--- config.mk ---
export PLATFORM = sky130hd
export DESIGN_NAME = rr_sel_arbiter
export DESIGN_NICKNAME = d
export VERILOG_FILES = /design/src/rtl/arb_pkg.sv /design/src/rtl/rr_pick.sv /design/src/rtl/rr_sel_arbiter.sv
export SDC_FILE = /design/constraint.sdc
export NUM_CORES = 1
export LEC_CHECK = 0
export CAP_MARGIN = 10
export CORE_MARGIN = 2
export CORE_UTILIZATION = 50
export CTS_CLUSTER_DIAMETER = 40
export DETAILED_ROUTE_END_ITERATION = 8
export PLACE_DENSITY = 0.7
export SLEW_MARGIN = 20
export SYNTH_ARGS = -nofsm -noshare
export SYNTH_HDL_FRONTEND = slang
export SYNTH_SLANG_ARGS = --single-unit
--- constraint.sdc ---
create_clock -name clk -period 3.1 [get_ports clk]
set_input_delay 0.93 -clock clk [delete_from_list [all_inputs] [get_ports clk]]
set_output_delay 0.93 -clock clk [all_outputs]
set_load 0.005 [all_outputs]
--- src/rtl/arb_pkg.sv ---
`default_nettype none
// +----------------------------------------------------------------------+
// | Module  : arb_pkg                                                    |
// | Brief   : Shared types and constants for the round-robin arbiter.    |
// | Revision: 1.0 - initial release                                      |
// +----------------------------------------------------------------------+
package arb_pkg;

  typedef enum logic {
    IDLE  = 1'b0,
    GRANT = 1'b1
  } arb_state_t;

  localparam int NUM_REQ_DFLT = 4;
  localparam int SEL_W        = $clog2(NUM_REQ_DFLT);

  typedef logic [SEL_W-1:0] sel_t;

endpackage
`default_nettype wire

--- src/rtl/rr_pick.sv ---
`default_nettype none
// +----------------------------------------------------------------------+
// | Module  : rr_pick                                                    |
// | Brief   : Combinational round-robin pick starting at ptr, with an    |
// |           optional excluded index.                                   |
// | Revision: 1.0 - initial release                                      |
// +----------------------------------------------------------------------+
module rr_pick
  import arb_pkg::*;
#(
  parameter int NUM_REQ = NUM_REQ_DFLT,
  parameter int SW      = SEL_W
) (
  input  logic [NUM_REQ-1:0] req,
  input  logic [SW-1:0]      ptr,
  input  logic               excl_en,
  input  logic [SW-1:0]      excl_idx,
  output logic               found,
  output logic [SW-1:0]      idx
);

  localparam logic [SW:0] C_NUM = (SW+1)'(NUM_REQ);

  logic [NUM_REQ-1:0]   w_masked;
  logic [2*NUM_REQ-1:0] w_dbl;
  logic [NUM_REQ-1:0]   w_rot;
  logic [SW:0]          w_off;
  logic [SW:0]          w_sum;

  always_comb begin
    w_masked = req;
    if (excl_en) w_masked[excl_idx] = 1'b0;
  end

  // Rotating the doubled vector puts ptr at bit 0, so the lowest set bit wins.
  assign w_dbl = {w_masked, w_masked} >> ptr;
  assign w_rot = w_dbl[NUM_REQ-1:0];

  always_comb begin
    found = 1'b0;
    w_off = '0;
    for (int i = NUM_REQ-1; i >= 0; i--) begin
      if (w_rot[i]) begin
        found = 1'b1;
        w_off = (SW+1)'(i);
      end
    end
    w_sum = {1'b0, ptr} + w_off;
    idx   = (w_sum >= C_NUM) ? SW'(w_sum - C_NUM) : SW'(w_sum);
  end

endmodule
`default_nettype wire

--- src/rtl/rr_sel_arbiter.sv ---
`default_nettype none
// +----------------------------------------------------------------------+
// | Module  : rr_sel_arbiter                                             |
// | Brief   : Round-robin arbiter with hold limit; registered sel/gnt    |
// |           feeding the downstream select decoder.                     |
// | Revision: 1.0 - initial release                                      |
// +----------------------------------------------------------------------+
module rr_sel_arbiter
  import arb_pkg::*;
#(
  parameter int NUM_REQ  = 4,
  parameter int MAX_HOLD = 8
) (
  input  logic                       clk,
  input  logic                       rst,
  input  logic [NUM_REQ-1:0]         req,
  output logic [$clog2(NUM_REQ)-1:0] sel,
  output logic                       sel_valid,
  output logic [NUM_REQ-1:0]         gnt
);

  localparam int               SW         = $clog2(NUM_REQ);
  localparam int               HW         = (MAX_HOLD > 1) ? $clog2(MAX_HOLD) : 1;
  localparam logic [HW-1:0]    C_HOLD_MAX = HW'((MAX_HOLD > 0) ? MAX_HOLD - 1 : 0);
  localparam logic [SW-1:0]    C_LAST     = SW'(NUM_REQ - 1);
  localparam logic [NUM_REQ-1:0] C_ONE    = NUM_REQ'(1);

  arb_state_t         r_state;
  logic [SW-1:0]      r_ptr;
  logic [SW-1:0]      r_sel;
  logic [HW-1:0]      r_hold;
  logic               r_valid;
  logic [NUM_REQ-1:0] r_gnt;

  logic [NUM_REQ-1:0] w_req;
  logic [SW-1:0]      w_next_ptr;
  logic [SW-1:0]      w_pick_ptr;
  logic               w_in_grant;
  logic               w_owner_req;
  logic               w_hold_max;
  logic               w_found;
  logic [SW-1:0]      w_idx;

  // Unknown request bits count as idle so sel can never go X.
  always_comb begin
    for (int i = 0; i < NUM_REQ; i++) w_req[i] = (req[i] === 1'b1);
  end

  assign w_in_grant  = (r_state == GRANT);
  assign w_owner_req = w_req[r_sel];
  assign w_next_ptr  = (r_sel == C_LAST) ? '0 : r_sel + 1'b1;
  assign w_pick_ptr  = w_in_grant ? w_next_ptr : r_ptr;
  assign w_hold_max  = (MAX_HOLD != 0) && (r_hold == C_HOLD_MAX);

  rr_pick #(
    .NUM_REQ (NUM_REQ),
    .SW      (SW)
  ) u_pick (
    .req      (w_req),
    .ptr      (w_pick_ptr),
    .excl_en  (w_in_grant),
    .excl_idx (r_sel),
    .found    (w_found),
    .idx      (w_idx)
  );

  always_ff @(posedge clk or posedge rst) begin
    if (rst) begin
      r_state <= IDLE;
      r_ptr   <= '0;
      r_sel   <= '0;
      r_hold  <= '0;
      r_valid <= 1'b0;
      r_gnt   <= '0;
    end else begin
      case (r_state)
        IDLE: begin
          if (w_found) begin
            r_state <= GRANT;
            r_sel   <= w_idx;
            r_gnt   <= C_ONE << w_idx;
            r_valid <= 1'b1;
            r_hold  <= '0;
          end
        end
        GRANT: begin
          if (!w_owner_req || (w_hold_max && w_found)) begin
            r_ptr <= w_next_ptr;
            if (w_found) begin
              r_sel  <= w_idx;
              r_gnt  <= C_ONE << w_idx;
              r_hold <= '0;
            end else begin
              r_state <= IDLE;
              r_gnt   <= '0;
              r_valid <= 1'b0;
              r_hold  <= '0;
            end
          end else if (MAX_HOLD != 0 && r_hold != C_HOLD_MAX) begin
            r_hold <= r_hold + 1'b1;
          end
        end
        default: r_state <= IDLE;
      endcase
    end
  end

  assign sel       = r_sel;
  assign sel_valid = r_valid;
  assign gnt       = r_gnt;

  a_gnt_onehot: assert property (@(posedge clk) disable iff (rst) $onehot0(r_gnt))
    else $error("gnt not one-hot: %b", r_gnt);
  a_gnt_sel: assert property (@(posedge clk) disable iff (rst)
                              r_valid ? (r_gnt == (C_ONE << r_sel)) : (r_gnt == '0))
    else $error("gnt/sel inconsistent: gnt=%b sel=%0d", r_gnt, r_sel);
  a_sel_known: assert property (@(posedge clk) disable iff (rst) !$isunknown(r_sel))
    else $error("sel unknown after reset");
  a_req_known: assert property (@(posedge clk) disable iff (rst) !$isunknown(req))
    else $error("req has X/Z bits: %b", req);

endmodule
`default_nettype wire

==> key figures, run 1 <==
Status
  – Status: complete, no violations

Detailed routing
  – Vias per cell: 5.81
  – DR iter-0 viols: 37
  – # DRC: 0
  – Via count: 935
  – Final antenna-violating net count: 0
  – WL/cell: about 15 microns
  – DRT Pass-1 Iters: 4
  – WL final: between 2 and 2.5 mm

STA
  – Setup tns final: 0 ns
  – Achievable Freq: 354 MHz
  – Final worst setup slack: 0.278 ns
  – Final setup fails: 0
  – Worst Max-Slew Pin Slew: 0.619 ns
  – Max Transition Viols Final: 0
  – WHS: 0.529 ns
  – Final period demand of the worst path: 2.82 ns
  – RSZ-0062 raised after global routing: false
  – Fin crit share: 0.910
  – Clock skew: 0.000987 ns
  – Final Hold Vio Count: 0
  – Slew HR: 0.588

Place
  – Pre-CTS setup slack: -0.0722 ns
  – Port buffer count: 12
  – Placed cell area: 1230 sq um
  – Routability cong.: 0.904
  – Post-detail-place hpwl: 1.77 mm

Floorplanning
  – Core area: 1960 sq um
  – Die X: 49.8 microns
  – I/O pins: 13
  – Die height: 49.8 microns
  – Initial Util: 0.534
  – Rows: 16
  – Die ar.: about 2500 sq um

Synthesis
  – Synth Warn #: 0
  – Mapped Nets: around 130
  – Area leader, netlist: dfrtp_1
  – Mapped Area: 1050 sq um
  – Post-synthesis sequential area ratio: 0.311
  – Top-area cell type share of the netlist area: 0.311
  – Seq cells post-synth: 13
  – Post-synthesis area per instance: 9.27 sq um
  – Synth area leaders: dfrtp_1, ha_1, inv_1
  – Post-Syn Instances: 113
  – Distinct cells, synth: 37

Clock network
  – H-Tree Depth: 1
  – Bufs on Longest Clock Path: 2
  – Post-CTS Setup Repair Bufs: 0
  – Worst-path clk slew: about 0.080 ns
  – Cts hold-fix bufs: 0
  – Cts repair resizes: 0
  – # clock sinks: 13
  – Worst skew pair latency: 0.28 ns
  – TritonCTS Buffers: 3
  – TritonCTS clock tree: yes
  – Root Driver: clkbuf_4

Critical path
  – Critical Path Source Type: input port
  – CP max stage delay: ~0.52 ns
  – WP depth: 9
  – CP endpoint kind: register
  – CP max stage cell: clkdlybuf4s50_1
  – Critical Path RT: roughly 3.3 ns
  – Critical-path cell list: clkdlybuf4s50_1 > a21boi_2 > nor2_1 > a221oi_1 > a21oi_1 > ha_1 > xnor2_1 > a21oi_1 > o31ai_1
  – Buf+Inv Stages, Crit Path: 1
  – Reg2Reg Depth: 9
  – Crit path max fanout: 4
  – Most used cell, CP: a21oi_1
  – CP Class: input port to register
  – Delay-heaviest family, CP: compound AO/OA/AOI/OAI gates
  – CP arrival: 3.01 ns

Finish
  – Final instance area: 1270 sq um
  – Fillcell total: 182
  – Antenna fix cells: 0
  – Most common cell after layout, fill and taps aside: dfrtp_1
  – Final nets: 149
  – Share of cells above drive strength 1: 0.194
  – Syn-to-layout area delta: 21.3%
  – Most frequent cells in the layout: dfrtp_1, clkdlybuf4s50_1, inv_1, nand2_1, nor2_1

Power
  – Cell Pwr Density: 1170 nW/um^2
  – Total power: 1.49 mW
  – Leakage Power: around 0.56 nW
  – VDD IR max: 0.756 mV

Global route
  – Antenna violations before repair: 0
  – GRT Total Usage: 0.214
  – First-pass GRT wire length: 4.08 mm
  – Largest net degree at the start of global routing: 18
  – Vias in the first global route: 923
  – Grt ovf: 0

Min path
  – WHS Path Cells: 2
  – Worst hold path class: register to register

Flow run
  – Max Cap Viol: 0
## final timing paths
| check | from | end | slack (ns) |
|---|---|---|---|
| worst max-delay path | req[2] | gnt[1] | 0.28 |
| worst min-delay path | gnt[0] | gnt[0] | 0.53 |
| worst max register to register | r_state | gnt[1] | 0.57 |
| worst min register to register | gnt[0] | gnt[0] | 0.53 |
| max in group asynchronous | rst | r_ptr[0] | 1.79 |
| min in group asynchronous | rst | r_hold[1] | 0.97 |
## flip-flops by register name (all words and copies together), names as in the netlist
register and flops:
r_ptr 2, sel 2, r_state 1, gnt 4, r_hold 3, sel_valid 1
## cell usage after synthesis
master,instances
nand2_1,11
buf_4,1
nand2b_1,2
nor3b_2,1
a21oi_1,5
nand3_1,4
a22oi_1,1
nor2_1,9
ha_1,8
mux2i_1,1
o221ai_4,1
o31ai_1,5
a41oi_1,1
o21ai_1,1
nor4_1,1
mux4_2,1
a32oi_1,1
a221oi_1,1
o21ai_0,6
buf_6,1
xnor2_1,2
a21boi_1,3
o21ba_4,1
o21bai_1,1
mux2_2,3
o32a_1,2
a21bo_2,3
or2_2,1
o32ai_2,1
a221oi_2,1
and2_2,1
inv_1,11
a32o_1,1
o22ai_1,3
o2111ai_1,1
nor3_1,3
dfrtp_1,13
## cells by family (layout without fill, tap and decap cells)
kind of cell / after synthesis / in the layout / synth area share
buffers and inverters: 13 / 34 / 0.0573
adder cells (fa/ha/maj): 8 / 8 / 0.0956
AO/OA/AOI/OAI: 39 / 39 / 0.308
XOR/XNOR: 2 / 2 / 0.0167
flip-flops: 13 / 13 / 0.311
multiplexers: 5 / 5 / 0.0633
AND/OR/NAND/NOR: 33 / 33 / 0.148
## metrics by stage
| stage | std cells | util |
|---|---|---|
| floorplan | 113 | - |
| global placement | 157 | 0.629 |
| detailed placement | 157 | 0.629 |
| CTS | 161 | 0.643 |
| global route | 161 | 0.647 |
| finish | 161 | 0.647 |
## worst register-to-register path: cells and delay by family, from the launching register on
| family | cells | cell delay [ns] |
|---|---|---|
| flops | 1 | 0.74 |
| compound gates | 4 | 0.72 |
| mux | 1 | 0.26 |
| xor+xnor | 1 | 0.26 |
| fa+ha+maj | 1 | 0.23 |
| buf+inv | 1 | 0.17 |
| simple gates | 1 | 0.06 |
## layer usage
| layer | vias to the layer above | part of all wire | track usage |
|---|---|---|---|
| li1 | 463 | - | - |
| met1 | 444 | 0.50 | 0.304 |
| met2 | 28 | 0.45 | 0.336 |
| met3 | 0 | 0.049 | 0.0636 |
| met4 | 0 | 0 | 0.0185 |
| met5 | - | 0 | 0 |
## report_power, final
part	switching (mW)	internal [mW]
clock	0.0564	0.0499
sequential	0.0658	0.246
combinational	0.566	0.506
total	0.688	0.802
## layout make-up
type | instances | area, sq um | area share
Clock buffer | 4 | 26.3 | 0.0207
Inverter | 11 | 41.3 | 0.0325
Multi-Input combinational cell | 87 | 671 | 0.528
Sequential cell | 13 | 325 | 0.256
Tap cell | 27 | 33.8 | 0.0266
Timing Repair Buffer | 19 | 173 | 0.136
Note: power is estimated with default switching activity, not from simulation.
==> run 2: changes to the inputs <==
- SLEW_MARGIN: 20 -> not set
==> results of run 2 <==
Same layout as run 1: the final DEF is identical, and so are final timing and power.
